`src/rtl/key_debounce.sv`:
```
// key_debounce: 2-FF synchroniser plus debounce FSM giving a clean level and press/release/long strobes.
// Optional macro KEY_REPEAT_EN builds the auto-repeat counter that re-pulses key_long during a hold.
module key_debounce #(
  parameter int CLK_FREQ       = 50_000_000,
  parameter int DEBOUNCE_MS    = 20,
  parameter int LONG_PRESS_MS  = 1000,
  parameter int REPEAT_MS      = 200,
  parameter bit KEY_ACTIVE_LOW = 1'b1
) (
  input  logic sys_clk50m,
  input  logic sys_rst,
  input  logic key_in,
  output logic key_level,
  output logic key_press,
  output logic key_release,
  output logic key_long
);

  localparam int CYC_PER_MS = CLK_FREQ / 1000;
  localparam int DB_CYC     = CYC_PER_MS * DEBOUNCE_MS;
  localparam int LONG_CYC   = CYC_PER_MS * LONG_PRESS_MS;
  localparam int DB_W       = (DB_CYC > 1) ? $clog2(DB_CYC) : 1;
  localparam int HOLD_W     = $clog2(LONG_CYC + 1);

  localparam logic [DB_W-1:0]   DB_LAST   = DB_W'(DB_CYC - 1);
  localparam logic [HOLD_W-1:0] HOLD_MAX  = HOLD_W'(LONG_CYC);
  localparam logic [HOLD_W-1:0] HOLD_LAST = HOLD_W'(LONG_CYC - 1);
  localparam logic              IDLE_PIN  = KEY_ACTIVE_LOW;

  if (!((LONG_PRESS_MS > DEBOUNCE_MS) && (DEBOUNCE_MS >= 1) && (REPEAT_MS >= 1))) begin : g_param_check
    $error("key_debounce: need LONG_PRESS_MS > DEBOUNCE_MS >= 1 and REPEAT_MS >= 1");
  end

  logic r_sync1;
  logic r_sync2;
  logic w_pressed;

  always_ff @(posedge sys_clk50m or posedge sys_rst) begin
    if (sys_rst) begin
      r_sync1 <= IDLE_PIN;
      r_sync2 <= IDLE_PIN;
    end else begin
      r_sync1 <= key_in;
      r_sync2 <= r_sync1;
    end
  end

  assign w_pressed = r_sync2 ^ KEY_ACTIVE_LOW;

  typedef enum logic [1:0] {
    IDLE,
    PRESS_DB,
    HELD,
    RELEASE_DB
  } state_t;

  state_t              r_state;
  logic [DB_W-1:0]     r_dbCnt;
  logic [HOLD_W-1:0]   r_holdCnt;

`ifdef KEY_REPEAT_EN
  localparam int RPT_CYC = CYC_PER_MS * REPEAT_MS;
  localparam int RPT_W   = (RPT_CYC > 1) ? $clog2(RPT_CYC) : 1;
  localparam logic [RPT_W-1:0] RPT_LAST = RPT_W'(RPT_CYC - 1);

  logic [RPT_W-1:0] r_rptCnt;
`endif

  // key_long fires on the edge where hold_cnt steps from LONG_CYC-1 to its saturation value,
  // so it can only happen once per hold; bounce in RELEASE_DB leaves hold_cnt untouched.
  always_ff @(posedge sys_clk50m or posedge sys_rst) begin
    if (sys_rst) begin
      r_state     <= IDLE;
      r_dbCnt     <= '0;
      r_holdCnt   <= '0;
      key_level   <= 1'b0;
      key_press   <= 1'b0;
      key_release <= 1'b0;
      key_long    <= 1'b0;
`ifdef KEY_REPEAT_EN
      r_rptCnt    <= '0;
`endif
    end else begin
      key_press   <= 1'b0;
      key_release <= 1'b0;
      key_long    <= 1'b0;
      case (r_state)
        IDLE: begin
          if (w_pressed) begin
            r_state <= PRESS_DB;
            r_dbCnt <= '0;
          end
        end
        PRESS_DB: begin
          if (!w_pressed) begin
            r_state <= IDLE;
            r_dbCnt <= '0;
          end else if (r_dbCnt == DB_LAST) begin
            r_state   <= HELD;
            r_dbCnt   <= '0;
            r_holdCnt <= '0;
            key_press <= 1'b1;
            key_level <= 1'b1;
`ifdef KEY_REPEAT_EN
            r_rptCnt  <= '0;
`endif
          end else begin
            r_dbCnt <= r_dbCnt + 1'b1;
          end
        end
        HELD: begin
          if (r_holdCnt != HOLD_MAX) begin
            r_holdCnt <= r_holdCnt + 1'b1;
          end
          if (r_holdCnt == HOLD_LAST) begin
            key_long <= 1'b1;
          end
`ifdef KEY_REPEAT_EN
          // Repeat period runs only after the first long strobe has saturated hold_cnt.
          else if (r_holdCnt == HOLD_MAX) begin
            if (r_rptCnt == RPT_LAST) begin
              r_rptCnt <= '0;
              key_long <= 1'b1;
            end else begin
              r_rptCnt <= r_rptCnt + 1'b1;
            end
          end
`endif
          if (!w_pressed) begin
            r_state <= RELEASE_DB;
            r_dbCnt <= '0;
          end
        end
        RELEASE_DB: begin
          if (w_pressed) begin
            r_state <= HELD;
            r_dbCnt <= '0;
          end else if (r_dbCnt == DB_LAST) begin
            r_state     <= IDLE;
            r_dbCnt     <= '0;
            key_release <= 1'b1;
            key_level   <= 1'b0;
          end else begin
            r_dbCnt <= r_dbCnt + 1'b1;
          end
        end
        default: begin
          r_state <= IDLE;
          r_dbCnt <= '0;
        end
      endcase
    end
  end

endmodule

```
`config.mk`:
```
export PLATFORM = sky130hd
export DESIGN_NAME = key_debounce
export DESIGN_NICKNAME = d
export VERILOG_FILES = /design/src/rtl/key_debounce.sv
export SDC_FILE = /design/constraint.sdc
export NUM_CORES = 1
export LEC_CHECK = 0
export CORE_ASPECT_RATIO = 1.1
export CORE_MARGIN = 3
export CORE_UTILIZATION = 35
export CTS_CLUSTER_DIAMETER = 40
export DETAILED_ROUTE_END_ITERATION = 8
export GPL_ROUTABILITY_DRIVEN = 0
export PLACE_DENSITY = 0.49
export SLEW_MARGIN = 5
export SYNTH_ARGS = -nofsm -noshare
export SYNTH_HDL_FRONTEND = slang
export SYNTH_SLANG_ARGS = --single-unit
```
`constraint.sdc`:
```
create_clock -name sys_clk50m -period 3.3 [get_ports sys_clk50m]
set_clock_uncertainty 0.15 [all_clocks]
set_input_delay 0.66 -clock sys_clk50m [delete_from_list [all_inputs] [get_ports sys_clk50m]]
set_output_delay 0.66 -clock sys_clk50m [all_outputs]
set_load 0.01 [all_outputs]
```
# Word level (Yosys, flattened, before mapping)
# Cells that the tools add are included.
word_totals:
  register_bits: 54
classes:
  addsub: 2
  n_eq_ne: 15
  mux: 29
  n_reduce_logical: 7
ops:
  columns: ["cell", "n"]
  rows:
  - ["two-way mux 20 bit", 5]
  - ["one-hot mux 20 bit (4 select lines)", 1]
  - ["two-way mux 26 bit", 3]
  - ["one-hot mux 26 bit (2 select lines)", 1]
  - ["adder 26 x 1 -> 26 bit (second input constant)", 1]
  - ["equality test 26 bit (second input constant)", 1]
  - ["inequality test 26 bit (second input constant)", 1]
  - ["adder 20 x 1 -> 20 bit (second input constant)", 1]
  - ["equality test 20 bit (second input constant)", 1]
  - ["inequality test 2 bit (second input constant)", 7]
  - ["two-way mux 2 bit", 6]
  - ["two-way mux 1 bit", 11]
  - ["one-hot mux 2 bit (4 select lines)", 1]
  - ["AND reduction 4 bit", 2]
  - ["inequality test 3 bit (second input constant)", 2]
  - ["AND reduction 5 bit", 1]
  - ["equality test 2 bit (second input constant)", 2]
  - ["nonzero test 2 bit", 2]
  - ["equality test 2 x 1 -> 1 bit (second input constant)", 1]
  - ["logical NOT 2 bit", 1]
  - ["one-hot mux 1 bit (2 select lines)", 1]
  - ["AND reduction 2 bit", 1]

# Longest topological paths before layout
# Gate-level depths: netlist of the first run.
logic_depth:
  ltp_word: 4
  mapped_depth: 7
  ltp_nobuf: 7

# Worst setup path after synthesis of the first run
# No wires, ideal clock.
synth_path:
  path_kind: "reg-to-reg"
  start: "reg r_holdCnt[16]"
  end: "reg r_holdCnt[1]"
  t_arrival_ps: 1999
  path_slack_ps: 1026
  stages_incl_launch_ff: 5
  path_buffers: 0
  path_cell_list: "dfrtp_1 or4_1 or4_4 o311ai_4 mux2_4"
synth_between:
  elab_chain_len: 3
synth_lines:
  columns: ["element", "line", "source"]
  rows:
  - ["start, declared", "59", "logic [HOLD_W-1:0] r_holdCnt;"]
  - ["start signal, assigned", "113", "r_holdCnt <= r_holdCnt + 1'b1;"]
  - ["inequality test 26 bit", "112", "if (r_holdCnt != HOLD_MAX) begin"]
  - ["inequality test 2 bit (no source line)", null, null]
  - ["AND reduction 4 bit (no source line)", null, null]
# No other way between the ends.
# A chain may end at the register's enable or synchronous reset.

# Worst setup path in the final report of the first run
# Ends and elaborated chain as after synthesis.

==> results.json, run 1 <==
{
  "worstSetupPathType": "reg2reg",
  "cp_top_family": "simple AND/OR/NAND/NOR gates",
  "hold_depth": 0,
  "path_buf_inv": 0,
  "syn_area_mm2": 0.00279,
  "io_buffers": 6,
  "cp.required_ns": 3.35,
  "die_w_um": 91.2,
  "final_hold_viol_count": 0,
  "path_depth": 4,
  "power.share.clock_pct": 29.1,
  "combPwrFrac_pct": 13.1,
  "drt_iter0_markers": 104,
  "top_level_ports": 7,
  "num_vias": 2133,
  "die_h_um": 99.7,
  "p_seq_share_pct": 57.8,
  "synth.area.mux_share_pct": 3.76,
  "path_max_fanout": 5,
  "setup_viol": 0,
  "num_rows": 33,
  "routed_wl_mm": 6.02,
  "cap_violations": 0,
  "drive_gt1_share_pct": 7.77,
  "grt_usage_pct": 14.1,
  "grt_setup_unrepaired": "no",
  "avgSynthCellArea_um2": 9.38,
  "drtAntennaViolNets": 0,
  "worstPathArrival_ns": 2.43,
  "worst_pin_slew_ns": 0.811,
  "yosysWarnings": 0,
  "nets": 314,
  "grt_pass1_wl_mm": 10.3,
  "path_cells": "or4_1, or4_4, o311ai_4, mux2_4",
  "cts_inserted_buffers": 5,
  "p_int_uw": 881,
  "post_drt_via_cell_ratio": 5.15,
  "overflow": 0,
  "syn-num-nets": 304,
  "drv_slew": 0,
  "p_leak_uw": 0.00130,
  "switching_share_pct": 28.6,
  "synth_xor_area_share_pct": 8.46,
  "final.setup.worst_slack_ns": 0.916,
  "htree_levels": 2,
  "yosys.area_share.adder_pct": 1.34,
  "post_cts_buffers": 0,
  "period_share_pct": 72.3,
  "status": "finished, final reports clean",
  "critical_path.max_stage_delay_ns": 0.52,
  "core_mm2": 0.00760,
  "syn-instance-count": 298,
  "hpwl_mm": 4.08,
  "synth_edf_count": 0,
  "async_flop_share_pct": 100,
  "antenna_cells": 0,
  "clock_path_buffers": 2,
  "grt_pass1_vias": 2109,
  "cts.sinks": 54,
  "vdd_drop_max_v": 0.000158,
  "cts.reportedPaths.clkPinSlew_ns": 0.10,
  "r2r_cells": 4,
  "clkLatencyLatePin_ns": 0.31,
  "synth_top_family_by_area": "simple AND/OR/NAND/NOR gates",
  "synth_compound_area_share_pct": 7.21,
  "relSlewSlack_pct": 45.5,
  "cp-end-kind": "flip-flop",
  "fmax_mhz": 419,
  "first_pass_iters": 5,
  "ys_ff_latch": 54,
  "r2r_setup_slack_ns": 0.92,
  "seq_area_frac_synth_pct": 48.5,
  "synth_flop_cell": "dfrtp_1",
  "initial_utilization_pct": 36.8,
  "post-route-drc-count": 0,
  "yosys.area_share.simple_pct": 28.2,
  "grt_max_degree": 35,
  "finalSetupTns_ns": 0,
  "cts_hold_buf": 0,
  "switching_power_uw": 352,
  "clockRootBuffer": "clkbuf_8",
  "die-area_mm2": 0.00909,
  "hp-class": "reg2reg",
  "fin_crit_ns": 2.38,
  "ys_types": 43,
  "area_growth_pct": 10.2,
  "cts_tree": "yes",
  "cellPowerDensity_mw_per_mm2": 401,
  "crit_slowest_cell": "or4_1",
  "place_ws_ns": 0.960,
  "grt_antenna_before_repair": 0,
  "start_kind": "flip-flop",
  "cts_resized": 0,
  "wl_per_cell_um": 14.5
}
==> synthesized netlist by cell type, types with 2 or more instances <==
master,number,area [um^2]
nor3_1,6,30.0
nand4_1,13,81.3
nor4_2,2,25.0
a22o_1,2,17.5
dfstp_2,2,52.6
or4_1,2,15.0
nor2_1,40,150
and3_1,5,31.3
mux2i_1,9,90.1
o21ai_0,9,45.0
a21oi_1,12,60.1
nor4_1,4,25.0
nor4b_1,2,17.5
nand3_1,29,145
ha_1,3,37.5
xnor2_1,5,43.8
nand3b_1,3,22.5
clkbuf_1,8,30.0
inv_1,10,37.5
xor2_1,22,193
dfrtp_1,52,1300
and4_1,2,17.5
or3_1,5,31.3
nand2_1,32,120
==> cell type report <==
cell class                      count  area (um^2)
Sequential cell                    54         1350
Clock inverter                      2         10.0
Clock buffer                        6         72.6
Fill cell                         775         4520
Multi-Input combinational cell    225         1370
Inverter                           10         37.5
Timing Repair Buffer               12          105
Tap cell                          105          131
==> power groups by stage <==
stage	combinational (uW)	sequential (uW)	clock, uW
floorplan	122	715	0
global placement	166	723	0
detailed placement	165	725	0
CTS	165	712	380
global route	189	718	414
finish	162	713	359
==> placed cells by master (no fill, tap or decap), types with 2 or more instances in the layout <==
master | synthesis | layout
nand3b_1 | 3 | 3
nand4_1 | 13 | 13
buf_4 | 0 | 6
or3_1 | 5 | 5
and3_1 | 5 | 5
nor4_2 | 2 | 2
nand3_1 | 29 | 29
a22o_1 | 2 | 2
ha_1 | 3 | 3
nor3_1 | 6 | 6
inv_1 | 10 | 9
or4_1 | 2 | 2
clkinv_2 | 0 | 2
o21ai_0 | 9 | 9
dfrtp_1 | 52 | 52
nand2_1 | 32 | 32
xor2_1 | 22 | 22
dfstp_2 | 2 | 2
xnor2_1 | 5 | 5
clkbuf_8 | 0 | 5
nor4b_1 | 2 | 2
a21oi_1 | 12 | 12
mux2i_1 | 9 | 9
nor2_1 | 40 | 40
and4_1 | 2 | 2
clkdlybuf4s50_1 | 0 | 6
nor4_1 | 4 | 4
==> flip-flops by register name, summed over array words and instances (netlist names), named ones only <==
name / count
r_sync1: 1
key_release: 1
key_long: 1
r_dbCnt: 20
key_press: 1
r_holdCnt: 26
r_sync2: 1
r_state: 1
key_level: 1
==> cells by family after synthesis <==
kind of cell / Yosys count
AO/OA/AOI/OAI: 31
XOR/XNOR: 27
adder cells (fa/ha/maj): 3
flip-flops: 54
AND/OR/NAND/NOR: 154
multiplexers: 10
buffers and inverters: 19
==> per-stage QoR <==
| stage | instance area, um^2 | hold WS, ns | utilization [%] | total power [uW] | instances |
|---|---|---|---|---|---|
| global placement | 3000 | 0.204 | 39.4 | 889 | 406 |
| detailed placement | 3000 | 0.202 | 39.4 | 890 | 406 |
| finish | 3080 | 0.213 | 40.5 | 1230 | 414 |
| floorplan | 2790 | 0.195 | - | 837 | 298 |
| CTS | 3080 | 0.218 | 40.5 | 1260 | 414 |
| global route | 3080 | 0.220 | 40.5 | 1320 | 414 |
==> worst reg2reg max path, stage by stage, from the launching register on <==
cell	delay, ns
dfrtp_1	0.44
or4_1	0.52
or4_4	0.45
o311ai_4	0.38
mux2_4	0.33
==> metal layers <==
layer	share of wire (%)	track usage, %	vias up
li1	-	-	1058
met1	48	18.8	1033
met2	48	23.4	36
met3	2.8	2.72	6
met4	1.1	4.06	0
met5	0	0	-
==> worst paths after layout <==
| kind | startpoint | to |
|---|---|---|
| min in group asynchronous | sys_rst | r_dbCnt[4] |
| setup reg to reg | r_holdCnt[16] | r_holdCnt[1] |
| setup / recovery | r_holdCnt[16] | r_holdCnt[1] |
| hold / removal | r_sync1 | r_sync2 |
| hold reg to reg | r_sync1 | r_sync2 |
| max in group asynchronous | sys_rst | r_dbCnt[18] |
Power figures use the tool's default switching activity.
==> inputs of run 2 (changes only) <==
Clock period 3.3 ns to 2.2 ns, I/O delays scaled along.
==> run 2 against run 1 <==
Compared with the run above: combinational power is 93% higher; critical path depth stayed put; final cell count up 4.3%; register-to-register slack got worse by 0.91 ns; die area unchanged; total power rose by 58%; largest power group unchanged.
==> results.json, run 2 (same netlist as run 1, synthesis figures left out) <==
{
  "core_mm2": 0.00760,
  "die-area_mm2": 0.00909,
  "cts_tree": "yes",
  "path_max_fanout": 3,
  "worst_pin_slew_ns": 0.582,
  "io_buffers": 6,
  "setup_viol": 0,
  "num_vias": 2189,
  "wl_per_cell_um": 13.8,
  "final_cell_mix": "dfrtp_1, nor2_1, nand2_1, nand3_1, buf_4",
  "final_cells": 432,
  "status": "finished, final reports clean",
  "initial_utilization_pct": 36.8,
  "post-route-drc-count": 0,
  "die_h_um": 99.7,
  "cts.sinks": 54,
  "first_pass_iters": 4,
  "area_growth_pct": 16.1,
  "fin_crit_ns": 2.20,
  "nets": 332,
  "final.setup.worst_slack_ns": 0.00266,
  "cts_hold_buf": 0,
  "cp-end-kind": "flip-flop",
  "nFillCells": 782,
  "start_kind": "flip-flop",
  "worstPathArrival_ns": 2.25,
  "p_leak_uw": 0.00140,
  "drv_slew": 0,
  "grt_pass1_wl_mm": 10.5,
  "grt_usage_pct": 14.1,
  "cp.required_ns": 2.26,
  "largest_registers": "r_holdCnt x26, r_dbCnt x20",
  "fmax_mhz": 455,
  "cellPowerDensity_mw_per_mm2": 601,
  "hpwl_mm": 4.28,
  "relSlewSlack_pct": 61.1,
  "grt_antenna_before_repair": 0,
  "period_share_pct": 99.9,
  "hold_slack_ns": 0.223,
  "cap_violations": 0,
  "hp-class": "reg2reg",
  "final_common_cell": "dfrtp_1",
  "drt_iter0_markers": 107,
  "hold_depth": 0,
  "largest_reg_flops": 26,
  "dp.cells": 424,
  "antenna_cells": 0,
  "finalSetupTns_ns": 0,
  "post_cts_buffers": 0,
  "grt_setup_unrepaired": "yes",
  "final_hold_viol_count": 0,
  "place_ws_ns": 0.0139,
  "cts.reportedPaths.clkPinSlew_ns": 0.11,
  "drive_gt1_share_pct": 14.1,
  "vdd_drop_max_v": 0.000307,
  "clockRootBuffer": "clkbuf_8",
  "cts_inserted_buffers": 5,
  "r2r_cells": 4,
  "largest-register": "r_holdCnt",
  "drtAntennaViolNets": 0,
  "die_w_um": 91.2,
  "clock_path_buffers": 2,
  "routed_wl_mm": 5.95,
  "htree_levels": 2,
  "grt_max_degree": 25,
  "grt_pass1_vias": 2204,
  "worstSetupPathType": "reg2reg",
  "post_drt_via_cell_ratio": 5.07,
  "num_rows": 33,
  "overflow": 0,
  "top_level_ports": 7,
  "clkLatencyLatePin_ns": 0.31
}
## run 2: what timing repair did
| action | CTS | global route |
|---|---|---|
| gates cloned | 0 | 0 |
| resized for setup | 0 | 3 |
| endpoints found under the setup margin | 2 | 12 |
| pin swaps | 1 | 0 |
## run 2: cell type report
type,instances,area (um^2),area share (%)
clock buffer,5,68.8,2.12
clock inverter,3,25.0,0.771
inverter,10,37.5,1.16
multi-input combinational,225,1380,42.4
sequential,54,1350,41.7
tap,105,131,4.05
timing repair buffer,30,253,7.79
## run 2: worst paths after layout
check                              start       endpoint  slack (ns)
max reg2reg                r_holdCnt[11]   r_holdCnt[1]       0.003
min in group asynchronous        sys_rst  r_holdCnt[14]        0.30
min                              r_sync1        r_sync2        0.22
min reg2reg                      r_sync1        r_sync2        0.22
max                        r_holdCnt[11]   r_holdCnt[1]       0.003
max in group asynchronous        sys_rst     r_dbCnt[0]        1.05
## run 2: through the flow
step | instance area (um^2) | total power, uW | utilization (%)
6_report | 3240 | 1950 | 42.7
5_1_grt | 3240 | 2070 | 42.7
4_1_cts | 3240 | 1980 | 42.6
3_5_place_dp | 3140 | 1380 | 41.4
3_3_place_gp | 3140 | 1380 | 41.4
2_1_floorplan | 2790 | 1260 | -
## run 2: report_power, final
group / switching [uW] / internal (uW) / leakage, uW / total, uW
Combinational: 191 / 121 / 0.000610 / 312
Sequential: 32.0 / 1020 / 0.000744 / 1050
Clock: 355 / 231 / 0.0000447 / 586
Total: 578 / 1370 / 0.00140 / 1950
## run 2: critical path, stage by stage, from the launching register on
cell      delay [ns]
dfrtp_1         0.39
or4_1           0.51
or4_4           0.45
o311ai_4        0.27
mux2_4          0.33
## run 2: metal layers
metal | up-vias | routed length (um) | track usage [%]
met4 | 0 | 64 | 3.83
li1 | 1103 | - | -
met2 | 19 | 2710 | 22.7
met3 | 6 | 137 | 2.57
met5 | - | 0 | 0
met1 | 1061 | 3030 | 19.7
==> inputs of run 3 (changes only) <==
Settings changed: REMOVE_ABC_BUFFERS set to 1.
==> run 3 against run 2 <==
Compared with the run above: the run now ends with negative setup slack left; die area stayed put; combinational power barely moved; first-iteration DRC count fell by 36%; worst hold slack worse by 0.027 ns; global-route usage increased by 0.23 points; sequential cell count did not move; critical path type unchanged; critical endpoint unchanged.
==> results.json, run 3 (same netlist as run 1, synthesis figures left out) <==
{
  "area_growth_pct": 17.1,
  "finalInstanceArea_mm2": 0.00327,
  "grt_max_degree": 23,
  "post_drt_via_cell_ratio": 5.01,
  "drive_gt1_share_pct": 15.0,
  "cp-end-kind": "flip-flop",
  "cts.sinks": 54,
  "hold_depth": 0,
  "die-area_mm2": 0.00909,
  "finalSetupTns_ns": -0.00812,
  "r2r_setup_slack_ns": -0.008,
  "r2r_cells": 4,
  "num_rows": 33,
  "power.total_uw": 1970,
  "overflow": 0,
  "num_vias": 2166,
  "grt_usage_pct": 14.4,
  "worst_pin_slew_ns": 0.606,
  "antenna_cells": 0,
  "die_h_um": 99.7,
  "hp-class": "reg2reg",
  "grt_setup_unrepaired": "yes",
  "grt_antenna_before_repair": 0,
  "status": "complete, but fails checks",
  "grt_pass1_wl_mm": 10.7,
  "setup_viol": 1,
  "final_common_cell": "dfrtp_1",
  "clkLatencyLatePin_ns": 0.31,
  "drtAntennaViolNets": 0,
  "relSlewSlack_pct": 59.6,
  "nets": 332,
  "first_pass_iters": 4,
  "htree_levels": 2,
  "path_cells": "or4_1, or4_4, o311ai_4, mux2_4",
  "io_buffers": 6,
  "cts.reportedPaths.clkPinSlew_ns": 0.11,
  "p_leak_uw": 0.00141,
  "largest_registers": "r_holdCnt x26, r_dbCnt x20",
  "hpwl_mm": 4.23,
  "worstPathArrival_ns": 2.27,
  "placed_area_mm2": 0.00315,
  "vdd_drop_max_v": 0.000267,
  "cp.required_ns": 2.26,
  "period_share_pct": 100,
  "worstSetupPathType": "reg2reg",
  "initial_utilization_pct": 36.8,
  "final_cell_mix": "dfrtp_1, nor2_1, nand2_1, nand3_1, xor2_1",
  "crit_slowest_cell": "or4_1",
  "post-route-drc-count": 0,
  "core_mm2": 0.00760,
  "largest-register": "r_holdCnt",
  "final_hold_viol_count": 0,
  "grt_pass1_vias": 2273,
  "fmax_mhz": 453,
  "nFillCells": 756,
  "clock_path_buffers": 2,
  "cts_inserted_buffers": 5,
  "cts_tree": "yes",
  "routed_wl_mm": 6.07,
  "cap_violations": 0,
  "critical_path.max_stage_delay_ns": 0.51,
  "place_ws_ns": -0.0880,
  "fin_crit_ns": 2.21,
  "failed_checks": "negative setup slack",
  "cellPowerDensity_mw_per_mm2": 602,
  "drv_slew": 0,
  "final.setup.worst_slack_ns": -0.00812,
  "start_kind": "flip-flop",
  "path_max_fanout": 3,
  "top_level_ports": 7,
  "largest_reg_flops": 26,
  "clockRootBuffer": "clkbuf_8",
  "drt_iter0_markers": 68,
  "wl_per_cell_um": 14.1,
  "die_w_um": 91.2
}
## run 3: critical path, delay by kind of cell (launching register included)
| kind | cells | cell delay [ns] |
|---|---|---|
| muxes | 1 | 0.33 |
| and+or+nand+nor | 2 | 0.96 |
| DFF | 1 | 0.39 |
| AOI/OAI and AO/OA | 1 | 0.29 |
## run 3: final cells by class
type / instances / area [um^2] / share of cell area [%]
Sequential cell: 54 / 1350 / 41.4
Tap cell: 105 / 131 / 4.02
Multi-Input combinational cell: 225 / 1390 / 42.3
Inverter: 10 / 37.5 / 1.15
Clock inverter: 2 / 12.5 / 0.382
Timing Repair Buffer: 30 / 269 / 8.22
Clock buffer: 6 / 82.6 / 2.52
## run 3: worst paths after layout
| path | from | end |
|---|---|---|
| min | r_sync1 | r_sync2 |
| max in group asynchronous | sys_rst | r_holdCnt[6] |
| max reg2reg | r_holdCnt[11] | r_holdCnt[1] |
| min reg2reg | r_sync1 | r_sync2 |
| min in group asynchronous | sys_rst | r_dbCnt[2] |
| max | r_holdCnt[11] | r_holdCnt[1] |
## run 3: layer usage
metal	up-vias	track usage, %	part of all wire [%]
li1	1096	-	-
met1	1045	18.4	49
met2	19	24.8	49
met3	6	2.57	1.6
met4	0	4.18	0.94
met5	-	0	0
## run 3: per-stage QoR
| stage | util (%) | hold slack (ns) | std cells |
|---|---|---|---|
| 2_1_floorplan | - | 0.195 | 289 |
| 3_3_place_gp | 41.4 | 0.197 | 423 |
| 3_5_place_dp | 41.4 | 0.200 | 423 |
| 4_1_cts | 42.7 | 0.200 | 431 |
| 5_1_grt | 43.1 | 0.202 | 432 |
| 6_report | 43.1 | 0.196 | 432 |
## run 3: power by group
| group | switching (uW) | internal [uW] | total [uW] | leakage [uW] |
|---|---|---|---|---|
| Sequential | 34.9 | 1020 | 1060 | 0.000744 |
| Combinational | 189 | 122 | 311 | 0.000615 |
| Clock | 348 | 254 | 602 | 0.0000472 |
| Total | 572 | 1400 | 1970 | 0.00141 |
## run 3: what timing repair did
item	in CTS	in global routing
setup buffers	0	1
pin swaps	1	0
endpoints found under the setup margin	3	13
hold buffers	0	0
gates cloned	0	0
gates resized for setup	1	7
